### config.mk
export PLATFORM = sky130hd
export DESIGN_NAME = picorv32_mem_arbiter
export DESIGN_NICKNAME = d
export VERILOG_FILES = /design/src/rtl/picorv32_arb_pkg.sv /design/src/rtl/picorv32_mem_arbiter.sv
export SDC_FILE = /design/constraint.sdc
export NUM_CORES = 1
export LEC_CHECK = 0
export BUFFER_PORTS_ARGS = -buffer_cell sky130_fd_sc_hd__buf_2
export CORE_AREA = 10 10 112 114
export DETAILED_ROUTE_END_ITERATION = 10
export DIE_AREA = 0 0 122 124
export GPL_ROUTABILITY_DRIVEN = 0
export SYNTH_ARGS = -nofsm -noshare
export SYNTH_HDL_FRONTEND = slang
export SYNTH_SLANG_ARGS = --single-unit
### constraint.sdc
create_clock -name clk -period 1.1 [get_ports clk]
set_input_delay 0.055 -clock clk [delete_from_list [all_inputs] [get_ports clk]]
set_output_delay 0.055 -clock clk [all_outputs]
set_load 0.01 [all_outputs]
### src/rtl/picorv32_arb_pkg.sv
// Shared types and constants for the two-requester PicoRV32 native-port arbiter.
// Latency: n/a (declarations only).
// Backpressure: n/a.
package picorv32_arb_pkg;

  typedef enum logic {
    ARB_IDLE = 1'b0,
    ARB_BUSY = 1'b1
  } arb_state_e;

  localparam int ARB_CNT_W   = 16;
  localparam int ARB_NUM_REQ = 2;

  typedef struct packed {
    logic        instr;
    logic [31:0] addr;
    logic [31:0] wdata;
    logic [3:0]  wstrb;
  } arb_req_t;

endpackage

### src/rtl/picorv32_mem_arbiter.sv
// Round-robin arbiter of two PicoRV32 native ports onto one; PICORV32_ARB_TIMEOUT_EN adds a stall timeout.
// Latency: request to downstream mem_valid 1 cycle, ready returned same cycle as mem_ready; min 2 cycles/transfer.
// Backpressure: owner holds the port until mem_ready (or timeout); the other requester waits with ready low.
module picorv32_mem_arbiter
  import picorv32_arb_pkg::*;
#(
  parameter int TIMEOUT = 255
) (
  input  logic        clk,
  input  logic        resetn,
  input  logic        m0_mem_valid,
  input  logic        m0_mem_instr,
  input  logic [31:0] m0_mem_addr,
  input  logic [31:0] m0_mem_wdata,
  input  logic [3:0]  m0_mem_wstrb,
  output logic        m0_mem_ready,
  output logic [31:0] m0_mem_rdata,
  input  logic        m1_mem_valid,
  input  logic        m1_mem_instr,
  input  logic [31:0] m1_mem_addr,
  input  logic [31:0] m1_mem_wdata,
  input  logic [3:0]  m1_mem_wstrb,
  output logic        m1_mem_ready,
  output logic [31:0] m1_mem_rdata,
  output logic        mem_valid,
  output logic        mem_instr,
  output logic [31:0] mem_addr,
  output logic [31:0] mem_wdata,
  output logic [3:0]  mem_wstrb,
  input  logic        mem_ready,
  input  logic [31:0] mem_rdata,
  output logic        grant,
  output logic        timeout_err
);

  if (TIMEOUT < 1 || TIMEOUT > 65535) begin : g_bad_timeout
    $error("picorv32_mem_arbiter: TIMEOUT must be in 1..65535");
  end

  arb_state_e state_q;
  logic       owner_q;
  logic       last_owner_q;
  arb_req_t   req0, req1, sel;
  logic       busy, pick, done, tmo_hit;

  assign req0 = {m0_mem_instr, m0_mem_addr, m0_mem_wdata, m0_mem_wstrb};
  assign req1 = {m1_mem_instr, m1_mem_addr, m1_mem_wdata, m1_mem_wstrb};
  assign sel  = owner_q ? req1 : req0;

  // Qualified with resetn so a reset cycle mid-transfer never leaks a ready or valid.
  assign busy = resetn && (state_q == ARB_BUSY);

`ifdef PICORV32_ARB_TIMEOUT_EN
  localparam logic [ARB_CNT_W-1:0] TMO_LAST = ARB_CNT_W'(TIMEOUT - 1);
  logic [ARB_CNT_W-1:0] cnt_q;
  logic                 timeout_err_q;

  // cnt_q counts stalls already seen, so this is the TIMEOUT-th stalled cycle.
  assign tmo_hit     = busy && !mem_ready && (cnt_q == TMO_LAST);
  assign timeout_err = resetn && timeout_err_q;
`else
  assign tmo_hit     = 1'b0;
  assign timeout_err = 1'b0;
`endif

  assign done = busy && (mem_ready || tmo_hit);
  assign pick = (m0_mem_valid && m1_mem_valid) ? ~last_owner_q : m1_mem_valid;

  assign mem_valid = busy && !tmo_hit;
  assign {mem_instr, mem_addr, mem_wdata, mem_wstrb} = busy ? sel : '0;

  assign m0_mem_ready = done && !owner_q && m0_mem_valid;
  assign m1_mem_ready = done &&  owner_q && m1_mem_valid;
  assign m0_mem_rdata = tmo_hit ? '0 : mem_rdata;
  assign m1_mem_rdata = tmo_hit ? '0 : mem_rdata;
  assign grant        = resetn && owner_q;

  always_ff @(posedge clk) begin
    if (!resetn) begin
      state_q       <= ARB_IDLE;
      owner_q       <= 1'b0;
      last_owner_q  <= 1'b1;
`ifdef PICORV32_ARB_TIMEOUT_EN
      cnt_q         <= '0;
      timeout_err_q <= 1'b0;
`endif
    end else begin
      case (state_q)
        ARB_IDLE: begin
          if (m0_mem_valid || m1_mem_valid) begin
            owner_q <= pick;
            state_q <= ARB_BUSY;
`ifdef PICORV32_ARB_TIMEOUT_EN
            cnt_q   <= '0;
`endif
          end
        end
        ARB_BUSY: begin
          if (done) begin
            state_q      <= ARB_IDLE;
            last_owner_q <= owner_q;
`ifdef PICORV32_ARB_TIMEOUT_EN
            if (tmo_hit) timeout_err_q <= 1'b1;
`endif
          end
`ifdef PICORV32_ARB_TIMEOUT_EN
          else cnt_q <= cnt_q + ARB_CNT_W'(1);
`endif
        end
        default: state_q <= ARB_IDLE;
      endcase
    end
  end

endmodule

# Word level (Yosys, flattened, before mapping)
# Index checks and enable logic that the tools add are counted.
# word_totals
ff_bits,3
input_bits,175
output_inout_bits,138
word_cells,23
# op_classes
mux,6
bitwise_logic,2
n_reduce_logical,12
# op_table
cell,n
2-to-1 mux 69 bit,2
logical AND 1 bit,8
AND reduction 2 bit,2
2-to-1 mux 1 bit,3
NOT 1 bit,2
one-hot mux 1 bit (2 select lines),1
logical NOT 1 bit,1
logical OR 1 bit,1

# Longest topological paths before layout
# Gate-level depths: netlist of the first run.
# logic_depth
depth_word,4
depth_mapped,4
ltp_nobuf,4

# Worst setup path before layout of the first run
# OpenSTA, ideal clock, no wires.
# synth_path
path_type,flip-flop to output port
from,register owner_q
to,output m0_mem_ready
arrival_ns,0.951
required_ns,1.045
setup_slack_ns,0.094
path_stages_with_launch,4
path_buffers,2
path_cell_list,dfxtp_1 -> buf_4 -> buf_4 -> nor3_1
# synth_between
elab_chain_len,3
# synth_lines
element,line_no,rtl
from (decl),picorv32_mem_arbiter.sv:41,logic owner_q;
from (signal assigned),picorv32_mem_arbiter.sv:91,owner_q <= pick;
logical NOT 1 bit,picorv32_mem_arbiter.sv:72,assign m0_mem_ready = done && !owner_q && m0_mem_valid;
logical AND 1 bit (2 in a row),picorv32_mem_arbiter.sv:72,
to (decl),picorv32_mem_arbiter.sv:16,"output logic m0_mem_ready,"
# Every way passes these cells.

# Worst setup path in the final report of the first run
# layout_path
from,register owner_q
to,output mem_wdata[31]
# layout_between
elab_chain_len,2
# layout_lines
element,line_no,rtl
2-to-1 mux 69 bit,picorv32_mem_arbiter.sv:48,assign sel = owner_q ? req1 : req0;
2-to-1 mux 69 bit,picorv32_mem_arbiter.sv:70,"assign {mem_instr, mem_addr, mem_wdata, mem_wstrb} = busy ? sel : '0;"
to (decl),picorv32_mem_arbiter.sv:28,"output logic [31:0] mem_wdata,"
# Every way passes these cells.

==> results.yml, run 1 <==
timing:
  hold_violations: 0
  fin_crit_sh: 1.23
  timing.fmax_mhz: 741
  fin_tns_setup_ns: -14.58
  rsz0062_at_grt: "yes"
  fin_crit_ns: 1.35
  finalWorstSetupSlack_ns: -0.249
  slew_viol_final: 0
  final.setup_skew_ns: 0.0000639
  setup_viol: 72
critical_path:
  r2r_cells: 4
  worstPathRequired_ns: 1.04
  arrival_ns: 1.29
  r2r-start: "owner_q"
  r2r-end: "owner_q"
  critical_path_class: "reg -> out"
  critPathLaunchType: "flip-flop"
  r2r_slack_ns: 0.13
  end_kind: "primary output"
  critPathMaxFanout: 9
hold_path:
  whs_path_depth: 2
  min_to: "last_owner_q"
  hold_path_class: "in -> reg"
  min_from: "resetn"
floorplan:
  io_pins: 313
  rows: 37
  core_area_um2: 10200
  die-area_um2: 15100
  die_w_um: 122
  start_util: 0.167
  die_y_um: 124
drt:
  vias: 2139
  route.detailed.drc: 0
  wirelength_mm: 8.75
  drtIter0Drc: 76
  post_drt_via_cell_ratio: 3.99
  antenna_left: 0
  first_pass_iters: 4
  wl_per_cell_um: 16.3
grt:
  grt_overflow: 0
  grt_max_degree: 48
  grt_pass1_wl_mm: 11.4
  grt_use_total: 0.0912
  antenna_found_initial: 0
  grt_pass1_vias: 2170
synth:
  synth_common_cells: "nor2_1 (70), mux2i_1 (69), buf_4 (67)"
  synth_edf_count: 0
  yosys_most_used_dff: "dfxtp_1"
  synth_top_cell_by_area: "mux2i_1"
  ys_seq_elements: 3
  synth.area.top_cells: "mux2i_1 (40%), buf_4 (29%), nor2_1 (15%)"
  synth_seq_area_share: 0.0352
  ys_warn_count: 0
  syn_area_um2: 1710
  syn_inst: 239
  post-synth-top-count-cell: "nor2_1"
  syn_nets: 414
  synthArstFlopShare: 0
  synth_cell_types: 18
  avgSynthCellArea_um2: 7.15
  synth_top_area_frac: 0.404
cts:
  numCtsBuffers: 3
  path_clk_slew_ns: 0.03
  clk-insertion-delay-late_ns: 0.21
  ctsHtreeMaxLevel: 1
  clock-sinks: 3
  cts_root_buf: "clkbuf_8"
  cts_tree: "done"
  ctsHoldBuffers: 0
  clk_path_buf_depth: 2
placement:
  portBuffers: 215
  hpwlAfterDp_mm: 7.13
  place_inst: 517
cells_and_area:
  antenna-diode-count: 0
  nets: 576
  fin_cells: 536
  drive_gt1_frac: 0.618
  nFillCells: 1100
  syn_to_final_growth_pct: 63.7
power_and_ir_drop:
  p_leak_nw: 1.54
  p_per_area_nw_per_um2: 539
  ir_drop_v: 0.000331
outcome:
  status: "complete, but fails checks"
  violations: "negative setup slack"
job:
  maxCapViolations: 0
==> metrics by stage <==
step / power, mW / utilization / hold slack [ns] / area, µm² / setup WS [ns]
after detailed placement: 1.04 / 0.240 / 0.110 / 2450 / -0.0420
after floorplan: 0.836 / - / 0.127 / 1710 / 0.0937
after CTS: 1.40 / 0.250 / 0.0663 / 2560 / -0.266
after global placement: 1.01 / 0.240 / 0.110 / 2450 / -0.0142
after global routing: 1.62 / 0.273 / 0.0730 / 2800 / -0.308
final: 1.51 / 0.273 / 0.0685 / 2800 / -0.249
==> cells in the final DEF (no fill, tap or decap), drive strengths merged <==
master  count
buf       232
nor2       70
mux2i      69
clkbuf      9
nand2       6
dfxtp       3
inv         2
nand3       2
nor3        1
and2        1
o311a       1
nand3b      1
o21ai       1
a21boi      1
conb        1
==> worst max-delay path by stage <==
| stage | startpoint | cells after the start | endpoint |
|---|---|---|---|
| 2_1_floorplan | owner_q | 3 | m0_mem_ready |
| 3_3_place_gp | owner_q | 4 | mem_wdata[29] |
| 3_5_place_dp | owner_q | 4 | mem_wdata[29] |
| 4_1_cts | owner_q | 4 | mem_addr[18] |
| 5_1_grt | owner_q | 5 | mem_addr[25] |
| 6_report | owner_q | 5 | mem_wdata[31] |
==> critical path, cell delays in order (launching register included) <==
cell and delay, ns:
dfxtp_4 0.39, buf_12 0.13, clkbuf_16 0.16, mux2i_1 0.20, nor2_1 0.06, buf_2 0.14
==> area by class of cell <==
cell class / instances / area [µm²] / share of cell area
clock buffer: 4 / 45.0 / 0.0161
multi-input combinational: 154 / 1060 / 0.380
tap: 136 / 170 / 0.0609
inverter: 2 / 7.51 / 0.00269
sequential: 3 / 63.8 / 0.0228
timing repair buffer: 237 / 1450 / 0.517
==> registers in the layout, indices dropped and copies added, names as in the netlist <==
register and cells:
last_owner_q 1, owner_q 1, state_q 1
==> routing by layer <==
layer  part of all wire  GRT usage  vias to the layer above
li1                   -          -                     1036
met1               0.32     0.0827                      933
met2               0.53      0.178                      135
met3               0.12     0.0312                       35
met4              0.030     0.0417                        0
met5                  0          0                        -
==> power by group <==
group	internal, mW	switching [mW]
sequential	0.118	0.0102
clock	0.247	0.0671
combinational	0.600	0.465
==> timing repair <==
item                                    CTS  global route
setup buffers                             0             8
resized for setup                         7             7
pin swaps                                 1             2
gates cloned                              1             6
endpoints found under the setup margin   71            72
==> kinds of logic (layout without fill, tap and decap cells) <==
group | after synthesis | count (layout) | synth area share
buffers and inverters | 82 | 243 | 0.360
DFF | 3 | 3 | 0.0352
muxes | 69 | 69 | 0.404
and+or+nand+nor | 81 | 81 | 0.185
AOI/OAI and AO/OA | 3 | 3 | 0.0132
other | 1 | 1 | 0.00220
Note: power is estimated with default switching activity, not from simulation.
==> run 2: changes to the inputs <==
Settings changed: SKIP_CTS_REPAIR_TIMING set to 1.
==> run 2 against run 1 <==
Against the previous run: the run still ends with negative setup slack left; fmax decreased by 0.31%; power down 2.4%; via count fell by 1.2%; sequential cell count unchanged; clock power is essentially flat; global-route usage is 0.27 points lower; non-clock buffer count shrank 7; first-iteration DRC count increased by 30%; design area decreased by 2.6%; largest cell class unchanged.
==> results.yml, run 2 (synthesis gave the netlist of run 1 again) <==
hold_path:
  min_from: "resetn"
  min_to: "last_owner_q"
  whs_path_depth: 2
  hold_path_class: "in -> reg"
critical_path:
  r2r_slack_ns: 0.11
  r2r-end: "owner_q"
  crit_slowest_cell: "dfxtp_4"
  critical_path_class: "reg -> out"
  r2r-start: "owner_q"
  cp_num_buf_inv: 3
  worstPathRequired_ns: 1.04
  path_depth: 5
  critPathLaunchType: "flip-flop"
  crit_family: "buffers and inverters"
  path_cells: "buf_12, clkbuf_16, mux2i_1, nor2_1, buf_2"
  critPathMaxFanout: 9
  end_kind: "primary output"
  arrival_ns: 1.30
  r2r_cells: 4
  cpPeakStageDelay_ns: 0.35
job:
  maxCapViolations: 0
drt:
  drtIter0Drc: 99
  vias: 2114
  met1Wirelength_mm: 2.76
  routed.top_layer: "met4"
  first_pass_iters: 4
  route.detailed.drc: 0
  antenna_left: 0
  wl_per_cell_um: 16.5
  post_drt_via_cell_ratio: 4.00
  wl_met3_mm: 1.07
  wl_met2_mm: 4.64
  wirelength_mm: 8.72
power_and_ir_drop:
  clkPwrFrac: 0.213
  switching_share: 0.365
  p_per_area_nw_per_um2: 540
  p_leak_nw: 1.50
  pwr-share-seq: 0.085
  combinationalPowerShare: 0.702
  ir_drop_v: 0.000347
  p_sw_uw: 537
  intPower_uw: 933
floorplan:
  start_util: 0.167
  core_area_um2: 10200
  die_w_um: 122
  rows: 37
  io_pins: 313
  die_y_um: 124
  die-area_um2: 15100
cts:
  clk_path_buf_depth: 2
  path_clk_slew_ns: 0.03
  cts_tree: "done"
  ctsHtreeMaxLevel: 1
  numCtsBuffers: 3
  cts_root_buf: "clkbuf_8"
  clk-insertion-delay-late_ns: 0.21
  clock-sinks: 3
cells_and_area:
  fin_cells: 529
  layout_commonest_cell: "buf_2"
  nets: 569
  antenna-diode-count: 0
  design_area_um2: 2720
  syn_to_final_growth_pct: 59.3
  top_regs: "last_owner_q x1, owner_q x1, state_q x1"
  drive_gt1_frac: 0.611
  final_core_util: 0.266
  mostFrequentLayoutCells: "buf_2 (215), nor2_1 (70), mux2i_1 (65)"
outcome:
  violations: "negative setup slack"
  status: "complete, but fails checks"
grt:
  grt_pass1_vias: 2136
  antenna_found_initial: 0
  grt_max_degree: 48
  grt_overflow: 0
  grt_use_total: 0.0885
  grt_pass1_wl_mm: 11.1
placement:
  dp_slack_ns: -0.0420
  hpwlAfterDp_mm: 7.13
  place_area_um2: 2450
  place_inst: 517
  portBuffers: 215
timing:
  fin_crit_sh: 1.23
  slew_viol_final: 0
  final.setup_skew_ns: 0.0000450
  finalWorstSetupSlack_ns: -0.254
  fin_crit_ns: 1.35
  timing.fmax_mhz: 739
  setup_viol: 72
  fin_tns_setup_ns: -13.83
  rsz0062_at_grt: "yes"
  hold_violations: 0
run 2: changes by cell type in the layout (fill, tap and decap cells not counted):
cell	change
buf_8	+1
buf_4	-6
buf_6	-1
clkbuf_16	-1
buf_12	+1
buf_16	-1
run 2: per-layer routing:
metal | vias up | track usage
met4 | 0 | 0.0417
li1 | 1021 | -
met1 | 920 | 0.0803
met2 | 137 | 0.171
met5 | - | 0
met3 | 36 | 0.0317
run 2: power groups by stage:
stage / Sequential, mW / Clock (mW) / Combinational (mW)
after floorplan: 0.125 / 0 / 0.711
after global placement: 0.127 / 0 / 0.886
after detailed placement: 0.128 / 0 / 0.908
after CTS: 0.126 / 0.323 / 0.910
after global routing: 0.126 / 0.334 / 1.13
final: 0.124 / 0.313 / 1.03
run 2: area by class of cell:
cell class	count	area, µm²
fill	1103	7510
timing repair buffer	230	1370
multi-input combinational	154	1060
tap	136	170
sequential	3	63.8
clock buffer	4	45.0
inverter	2	7.51
run 2: worst reg2reg max path, delay by kind of cell (launching register included):
family	cells	cell delay (ns)
compound gates	2	0.25
buf+inv	2	0.31
flops	1	0.35
run 2: worst max-delay path by stage:
| stage | from | slack (ns) | end |
|---|---|---|---|
| final | owner_q | -0.25 | mem_wdata[14] |
| after global routing | owner_q | -0.30 | mem_wdata[14] |
| after CTS | owner_q | -0.27 | mem_wdata[28] |
| after detailed placement | owner_q | -0.04 | mem_wdata[29] |
| after global placement | owner_q | -0.01 | mem_wdata[29] |
| after floorplan | owner_q | 0.09 | m0_mem_ready |
run 2: through the flow:
step | power, mW | hold slack, ns
global placement | 1.01 | 0.110
detailed placement | 1.04 | 0.110
CTS | 1.36 | 0.0659
global route | 1.59 | 0.0724
floorplan | 0.836 | 0.127
finish | 1.47 | 0.0687
